==> src/rtl/pipe_pkg.sv <==
// Shared pipeline definitions: the squash bubble word, LEGv8 opcode match
// constants used by both fetch and control, the fetch FSM state type and
// small decode helpers.
package pipe_pkg;

    // NOP encoding issued in place of wrong-path instructions; it has no
    // register or memory side effects downstream.
    localparam logic [31:0] BUBBLE_INST = 32'hD503201F;

    // Opcode match constants, aligned to the top of the instruction word.
    localparam logic [5:0]  OP_B     = 6'b000101;       // inst[31:26]
    localparam logic [5:0]  OP_BL    = 6'b100101;       // inst[31:26]
    localparam logic [7:0]  OP_BCOND = 8'b01010100;     // inst[31:24]
    localparam logic [7:0]  OP_CBZ   = 8'b10110100;     // inst[31:24]
    localparam logic [9:0]  OP_ADDI  = 10'b1001000100;  // inst[31:22]
    localparam logic [10:0] OP_BR    = 11'b11010110000; // inst[31:21]
    localparam logic [10:0] OP_LDUR  = 11'b11111000010; // inst[31:21]
    localparam logic [10:0] OP_STUR  = 11'b11111000000; // inst[31:21]
    localparam logic [10:0] OP_ADDS  = 11'b10101011000; // inst[31:21]
    localparam logic [10:0] OP_SUBS  = 11'b11101011000; // inst[31:21]

    localparam int IMM26_W = 26;

    typedef enum logic {
        RUN    = 1'b0,
        SQUASH = 1'b1
    } fetch_state_t;

    typedef enum logic [3:0] {
        OPC_OTHER = 4'd0,
        OPC_B     = 4'd1,
        OPC_BL    = 4'd2,
        OPC_BCOND = 4'd3,
        OPC_CBZ   = 4'd4,
        OPC_BR    = 4'd5,
        OPC_LDUR  = 4'd6,
        OPC_STUR  = 4'd7,
        OPC_ADDI  = 4'd8,
        OPC_ADDS  = 4'd9,
        OPC_SUBS  = 4'd10
    } op_class_t;

    // Classify an instruction word by its opcode field; shared with control
    // so both stages agree on the encodings.
    function automatic op_class_t classify_opcode(input logic [31:0] inst);
        op_class_t cls;
        cls = OPC_OTHER;
        if (inst[31:26] == OP_B)
            cls = OPC_B;
        else if (inst[31:26] == OP_BL)
            cls = OPC_BL;
        else if (inst[31:24] == OP_BCOND)
            cls = OPC_BCOND;
        else if (inst[31:24] == OP_CBZ)
            cls = OPC_CBZ;
        else if (inst[31:22] == OP_ADDI)
            cls = OPC_ADDI;
        else if (inst[31:21] == OP_BR)
            cls = OPC_BR;
        else if (inst[31:21] == OP_LDUR)
            cls = OPC_LDUR;
        else if (inst[31:21] == OP_STUR)
            cls = OPC_STUR;
        else if (inst[31:21] == OP_ADDS)
            cls = OPC_ADDS;
        else if (inst[31:21] == OP_SUBS)
            cls = OPC_SUBS;
        return cls;
    endfunction

    // Select the branch immediate field and sign-extend it to 26 bits:
    // imm19 lives in [23:5] for B.cond/CBZ, imm26 in [25:0] for B/BL.
    function automatic logic [IMM26_W-1:0] branch_imm(input logic [25:0] field,
                                                      input logic cond);
        logic [IMM26_W-1:0] imm;
        if (cond)
            imm = {{7{field[23]}}, field[23:5]};
        else
            imm = field;
        return imm;
    endfunction

endpackage

==> src/rtl/pc_target_calc.sv <==
// Combinational redirect target: either the register branch target, or the
// PC of the branch plus its sign-extended word offset.
module pc_target_calc
    import pipe_pkg::*;
#(
    parameter int ADDR_W = 64
) (
    input  logic [ADDR_W-1:0] inst_pc,
    input  logic [25:0]       imm_field,
    input  logic              cond,
    input  logic              BR,
    input  logic [ADDR_W-1:0] br_target,
    output logic [ADDR_W-1:0] target
);

    logic [IMM26_W-1:0] imm;
    logic [ADDR_W-1:0]  offset;

    // Sign-extend the word offset to full width before scaling to bytes,
    // so backward branches wrap correctly modulo 2^ADDR_W.
    always_comb begin
        imm    = branch_imm(imm_field, cond);
        offset = {{(ADDR_W - IMM26_W){imm[IMM26_W-1]}}, imm} << 2;
        if (BR)
            target = br_target;
        else
            target = inst_pc + offset;
    end

endmodule

==> src/rtl/fetch_stage.sv <==
// Instruction-fetch stage: owns the PC, registers the fetched word with its
// PC for the control stage, and applies branch redirects by squashing the
// wrong-path fetches with bubbles.
module fetch_stage
    import pipe_pkg::*;
#(
    parameter int          ADDR_W        = 64,
    parameter logic [63:0] RESET_PC      = 64'h0,
    parameter int          SQUASH_CYCLES = 1,
    parameter logic [31:0] BUBBLE        = BUBBLE_INST
) (
    input  logic              clk,
    input  logic              reset,
    input  logic              stall,
    input  logic              takeB,
    input  logic              cond,
    input  logic              BR,
    input  logic [ADDR_W-1:0] br_target,
    output logic [ADDR_W-1:0] imem_addr,
    input  logic [31:0]       imem_rdata,
    output logic [31:0]       instruction,
    output logic [ADDR_W-1:0] inst_pc,
    output logic [ADDR_W-1:0] link_addr,
    output logic              inst_valid
);

    // The redirect edge itself issues the first bubble, so the counter only
    // covers the remaining SQUASH_CYCLES-1 bubbles.
    localparam logic [2:0]        SQUASH_INIT = 3'(SQUASH_CYCLES - 1);
    localparam logic [ADDR_W-1:0] PC_STEP     = ADDR_W'(4);
    localparam logic [ADDR_W-1:0] PC_INIT     = ADDR_W'(RESET_PC);

    fetch_state_t      state, state_next;
    logic [2:0]        count, count_next;
    logic [ADDR_W-1:0] pc, pc_next;
    logic [31:0]       instruction_next;
    logic [ADDR_W-1:0] inst_pc_next;
    logic              inst_valid_next;
    logic [ADDR_W-1:0] target;
    logic              redirect;

    pc_target_calc #(
        .ADDR_W(ADDR_W)
    ) u_target (
        .inst_pc  (inst_pc),
        .imm_field(instruction[25:0]),
        .cond     (cond),
        .BR       (BR),
        .br_target(br_target),
        .target   (target)
    );

    assign imem_addr = pc;
    assign link_addr = inst_pc + PC_STEP;

    // Branch decisions only refer to real instructions; a bubble in the
    // decode slot can never redirect.
    assign redirect = inst_valid && (BR || takeB);

    // Next-state logic: redirect outranks stall, stall freezes everything,
    // otherwise fetch the word at PC; SQUASH walks the PC past wrong-path
    // words while issuing bubbles and ignores stall and branch inputs.
    always_comb begin
        state_next       = state;
        count_next       = count;
        pc_next          = pc;
        instruction_next = instruction;
        inst_pc_next     = inst_pc;
        inst_valid_next  = inst_valid;
        case (state)
            RUN: begin
                if (redirect) begin
                    pc_next          = target;
                    instruction_next = BUBBLE;
                    inst_valid_next  = 1'b0;
                    if (SQUASH_CYCLES > 1) begin
                        state_next = SQUASH;
                        count_next = SQUASH_INIT;
                    end
                end else if (!stall) begin
                    instruction_next = imem_rdata;
                    inst_pc_next     = pc;
                    inst_valid_next  = 1'b1;
                    pc_next          = pc + PC_STEP;
                end
            end
            SQUASH: begin
                pc_next          = pc + PC_STEP;
                instruction_next = BUBBLE;
                inst_valid_next  = 1'b0;
                count_next       = count - 3'd1;
                if (count <= 3'd1)
                    state_next = RUN;
            end
            default: begin
                state_next = RUN;
                count_next = 3'd0;
            end
        endcase
    end

    // State registers; reset abandons any squash in progress.
    always_ff @(posedge clk or posedge reset) begin
        if (reset) begin
            state       <= RUN;
            count       <= 3'd0;
            pc          <= PC_INIT;
            instruction <= BUBBLE;
            inst_pc     <= '0;
            inst_valid  <= 1'b0;
        end else begin
            state       <= state_next;
            count       <= count_next;
            pc          <= pc_next;
            instruction <= instruction_next;
            inst_pc     <= inst_pc_next;
            inst_valid  <= inst_valid_next;
        end
    end

endmodule

==> config.mk <==
export PLATFORM = sky130hd
export DESIGN_NAME = fetch_stage
export DESIGN_NICKNAME = d
export VERILOG_FILES = /design/src/rtl/pipe_pkg.sv /design/src/rtl/pc_target_calc.sv /design/src/rtl/fetch_stage.sv
export SDC_FILE = /design/constraint.sdc
export NUM_CORES = 1
export LEC_CHECK = 0
export ABC_AREA = 1
export ABC_CLOCK_PERIOD_IN_PS = 7700
export CAP_MARGIN = 20
export CORE_MARGIN = 5
export CORE_UTILIZATION = 40
export CTS_CLUSTER_DIAMETER = 30
export CTS_CLUSTER_SIZE = 14
export DETAILED_ROUTE_END_ITERATION = 10
export GPL_ROUTABILITY_DRIVEN = 0
export GPL_TIMING_DRIVEN = 0
export PLACE_DENSITY_LB_ADDON = 0.12
export SYNTH_ARGS = -nofsm -noshare
export SYNTH_HDL_FRONTEND = slang
export SYNTH_SLANG_ARGS = --single-unit
==> constraint.sdc <==
create_clock -name clk -period 7.7 [get_ports clk]
set_input_delay 1.155 -clock clk [delete_from_list [all_inputs] [get_ports clk]]
set_output_delay 1.155 -clock clk [all_outputs]
set_load 0.1 [all_outputs]
# --- Word-level counts from Yosys, hierarchy flattened ---
# Index checks and enable logic that the tools add are counted.
# W data, S select, Z words.
word_totals:
  regBits: 165
  inputBits: 102
  word_cells: 31
classes:
  addsub: 4
  order_cmp: 1
  n_eq_ne: 1
  mux: 13
  bitwise: 3
  reduce_logical: 3
op_table:
  columns: ["operator", "n"]
  rows:
  - ["$mux W64", 3]
  - ["$add A64 B3 Y64 const B", 2]
  - ["$pmux W64 S2", 1]
  - ["$add A64 B64 Y64", 1]
  - ["$mux W32", 2]
  - ["$pmux W32 S2", 1]
  - ["$mux W26", 1]
  - ["$mux W1", 4]
  - ["$le A3 B1 Y1 const B", 1]
  - ["$ne A3 B3 Y1 const B", 1]
  - ["$not A1 Y1", 3]
  - ["$reduce_and A3 Y1", 1]
  - ["$sub A3 B1 Y3 const B", 1]
  - ["$pmux W1 S2", 1]
  - ["$logic_and A1 B1 Y1", 1]
  - ["$logic_or A1 B1 Y1", 1]

# --- Longest topological paths before layout ---
logic_depth:
  depth_word: 5
  depth_mapped: 21
  mapped_depth_nobuf: 19

# --- Cells and area by module ---
# Synthesis repeated with hierarchy kept, for this count alone.
unflattened:
  hier_cells: 3036
  area_unflattened_um2: 17538.1
by_module_without_submodules:
  columns: ["mod", "n_inst", "cells_each", "area_each_um2", "seq_area_each_um2"]
  rows:
  - ["fetch_stage", 1, 1609, 10978.0, 4145.2]
  - ["pc_target_calc", 1, 1427, 6560.0, 0.0]

# --- Worst setup path before layout ---
# OpenSTA, ideal clock, no wires.
synth_timing:
  path_type: "register -> output"
  start: "reg inst_pc[2]"
  end: "out link_addr[61]"
  arrival_time_ns: 4.536
  setup_slack_ns: 2.009
  stages_incl_launch_ff: 9
  path_buffers: 0
  cell_sequence: "dfrtp_1 > inv_1 > nor3_4 > nand4_4 > nor3_4 > nand3_1 > nor2_1 > nand4_1 > xnor2_1"
synth_between:
  elab_chain_len: 1
synth_rtl:
  columns: ["element", "line_no", "source"]
  rows:
  - ["from (decl)", "fetch_stage.sv:22", "output logic [ADDR_W-1:0] inst_pc,"]
  - ["from (signal assigned)", "fetch_stage.sv:116", "inst_pc <= inst_pc_next;"]
  - ["$add A64 B3 Y64", "fetch_stage.sv:54", "assign link_addr = inst_pc + PC_STEP;"]
  - ["to (decl)", "fetch_stage.sv:23", "output logic [ADDR_W-1:0] link_addr,"]
# No other way between the ends.

# --- Worst setup path in the final report ---
layout_timing:
  start: "reg inst_pc[12]"
  end: "out link_addr[31]"
# The elaborated chain is that of the path after synthesis.

==> run_results.csv <==
group,metric,value,unit
worst_setup_path,critical_path_class,"flip-flop to output port",
grt,antenna_found_initial,1,
floorplan,die_y,212,um
timing,slew_headroom,27.0,%
synthesis,avgSynthCellArea,6.00,sq um
drt,dr.pass1.iters,7,
grt,first_global_vias,18900,
clock_network,postCtsSetupRepairBufs,0,
timing,rsz0062_at_grt,"no",
synthesis,synth_cell_types,51,
cells_and_area,layout_commonest_cell,"nand2_1",
clock_network,clk_pin_slew,70,ps
grt,overflow,0,
drt,via_per_inst,5.61,
floorplan,die_x,212,um
timing,slew_viol_final,0,
placed_design,io_buffers,324,
timing,hold_violations,0,
clock_network,cts_tree,"done",
cells_and_area,syn2layout_area_growth,27.9,%
placed_design,dp_cells,3573,
synthesis,synth_enable_flop_cells,0,
timing,fin_skew,11.6,ps
cells_and_area,fin_cells,3605,
worst_setup_path,cp-end-kind,"output port",
synthesis,syn_inst,2715,
clock_network,htreeDepth,4,
drt,drt_iter0_drc,2807,
timing,fmax,0.170,GHz
synthesis,syn_nets,2883,
run_status,status,"complete, no violations",
clock_network,cts-buffers-inserted,17,
drt,totalWireLength,80200,um
synthesis,synthesis.area,16300,sq um
worst_setup_path,crit_slowest_cell,"clkdlybuf4s50_1",
worst_setup_path,cp.arrival,4720,ps
drt,vias,20200,
cells_and_area,drive_gt1_share,4.17,%
drt,routedWlPerCell,22.3,um
worst_setup_path,crit_chain,"nand2_1 > nor2_1 > inv_1 > nor4_1 > nand4_1 > xor2_1 > clkdlybuf4s50_1",
floorplan,core,40600,sq um
worst_setup_path,crit_family,"simple AND/OR/NAND/NOR gates",
worst_setup_path,path_buf_inv,2,
floorplan,rows,74,
hold_path,hp-class,"flip-flop to flip-flop",
cells_and_area,fin_nets,3228,
placed_design,dp_hpwl,66000,um
worst_setup_path,cp_data_required_time,6550,ps
timing,period_share,76.3,%
worst_setup_path,cp-start-kind,"flip-flop",
cells_and_area,n_antenna_cell,0,
clock_network,clock_sinks,165,
synthesis,ys.flop_type,"dfrtp_1",
clock_network,cts_resized,0,
clock_network,hold_buffers,0,
grt,grtUsageTotal,34.8,%
clock_network,cts_root_buffer,"clkbuf_16",
cells_and_area,stdcell_area,20800,sq um
drt,antenna_left,0,
grt,grt_pass1_wl,117000,um
job,drv_cap,0,
worst_setup_path,worstPathMaxFanout,5,
timing,worst_slew_pin_slew,1090,ps
floorplan,fp.dieArea,44800,sq um
cells_and_area,final_cell_mix,"nand2_1, inv_1, clkdlybuf4s50_1",
synthesis,synthArstFlopShare,100,%
placed_design,placed_area,20300,sq um
clock_network,insertion_delay,470,ps
floorplan,start_util,40.1,%
worst_setup_path,slowest_delay,1230,ps
synthesis,synth_seq_cells,165,
clock_network,clk_path_buf_depth,2,
drt,drc_errors,0,
timing,min_period,5870,ps
timing,holdWs,488,ps
grt,grt_max_degree,87,
timing,setup_violations,0,
synthesis,ys_seq_area_share,25.5,%
synthesis,ys_warn_count,0,
floorplan,ioPinCount,327,
worst min-delay path, delay by kind of cell (launching register included):
kind | cells | cell delay [ps]
AOI/OAI and AO/OA | 1 | 60
buffers and inverters | 1 | 60
DFF | 1 | 370
flip-flops by register name, indices dropped and copies added, names as in the netlist:
| register | flops |
|---|---|
| inst_valid | 1 |
| instruction | 32 |
| state | 1 |
| imem_addr | 64 |
| inst_pc | 64 |
| count | 3 |
routing by layer:
| metal | GRT usage (%) | vias to the layer above | wire length, um |
|---|---|---|---|
| met1 | 48.1 | 9495 | 32900 |
| met4 | 14.0 | 0 | 3790 |
| met2 | 52.0 | 1214 | 34200 |
| met3 | 9.14 | 193 | 9390 |
| met5 | 0 | - | 0 |
| li1 | - | 9322 | - |
cell usage after synthesis, types with 7 or more instances:
library cell	number	area [sq um]
nor2_1	282	1060
nor4_1	20	125
nor3_1	65	325
nand2_1	838	3150
nor2_2	9	56.3
clkbuf_1	43	161
nand3_1	165	826
a31oi_1	10	62.6
xor2_1	74	648
nor2_4	14	158
dfstp_2	13	342
ha_1	65	813
nand3b_1	10	75.1
nand2_2	11	68.8
xnor2_1	15	131
buf_2	15	75.1
nand4_1	39	244
a22oi_1	7	52.6
dfrtp_1	152	3800
buf_1	7	26.3
a21oi_1	153	766
o21ai_0	197	986
inv_1	436	1640
path summary, 6_finish.rpt:
kind	from	to	slack, ps	cells past startpoint
hold reg to reg	instruction[3]	instruction[3]	490	2
max in group asynchronous	reset	inst_pc[40]	5700	3
hold / removal	instruction[3]	instruction[3]	490	2
setup reg to reg	instruction[23]	imem_addr[53]	4280	14
setup / recovery	inst_pc[12]	link_addr[31]	1830	7
min in group asynchronous	reset	instruction[27]	1120	2
stage by stage:
step / TNS (ps) / setup WS, ps / util (%)
4_1_cts: 0 / 1940 / 51.3
3_3_place_gp: -73560 / -511 / 49.8
3_5_place_dp: 0 / 2460 / 50.0
6_report: 0 / 1830 / 51.3
5_1_grt: 0 / 1900 / 51.3
2_1_floorplan: 0 / 2010 / -
area by class of cell:
class | count | area (sq um)
Fill cell | 4159 | 19700
Tap cell | 532 | 666
Multi-Input combinational cell | 2040 | 10200
Buffer | 71 | 330
Clock buffer | 22 | 454
Sequential cell | 165 | 4150
Timing Repair Buffer | 326 | 3300
Clock inverter | 10 | 97.6
Inverter | 439 | 1660
cell families (layout without fill, tap and decap cells):
| group | count (synthesis) | count (layout) | share of synthesized area [%] |
|---|---|---|---|
| AND/OR/NAND/NOR | 1491 | 1491 | 39.7 |
| buffers and inverters | 510 | 868 | 12.2 |
| AO/OA/AOI/OAI | 394 | 394 | 12.7 |
| flip-flops | 165 | 165 | 25.5 |
| XOR/XNOR | 89 | 89 | 4.79 |
| adder cells (fa/ha/maj) | 66 | 66 | 5.12 |
Power is left out: the tool's default activity adds up to more than one toggle a clock period on the data nets, which glitch-free logic cannot reach.
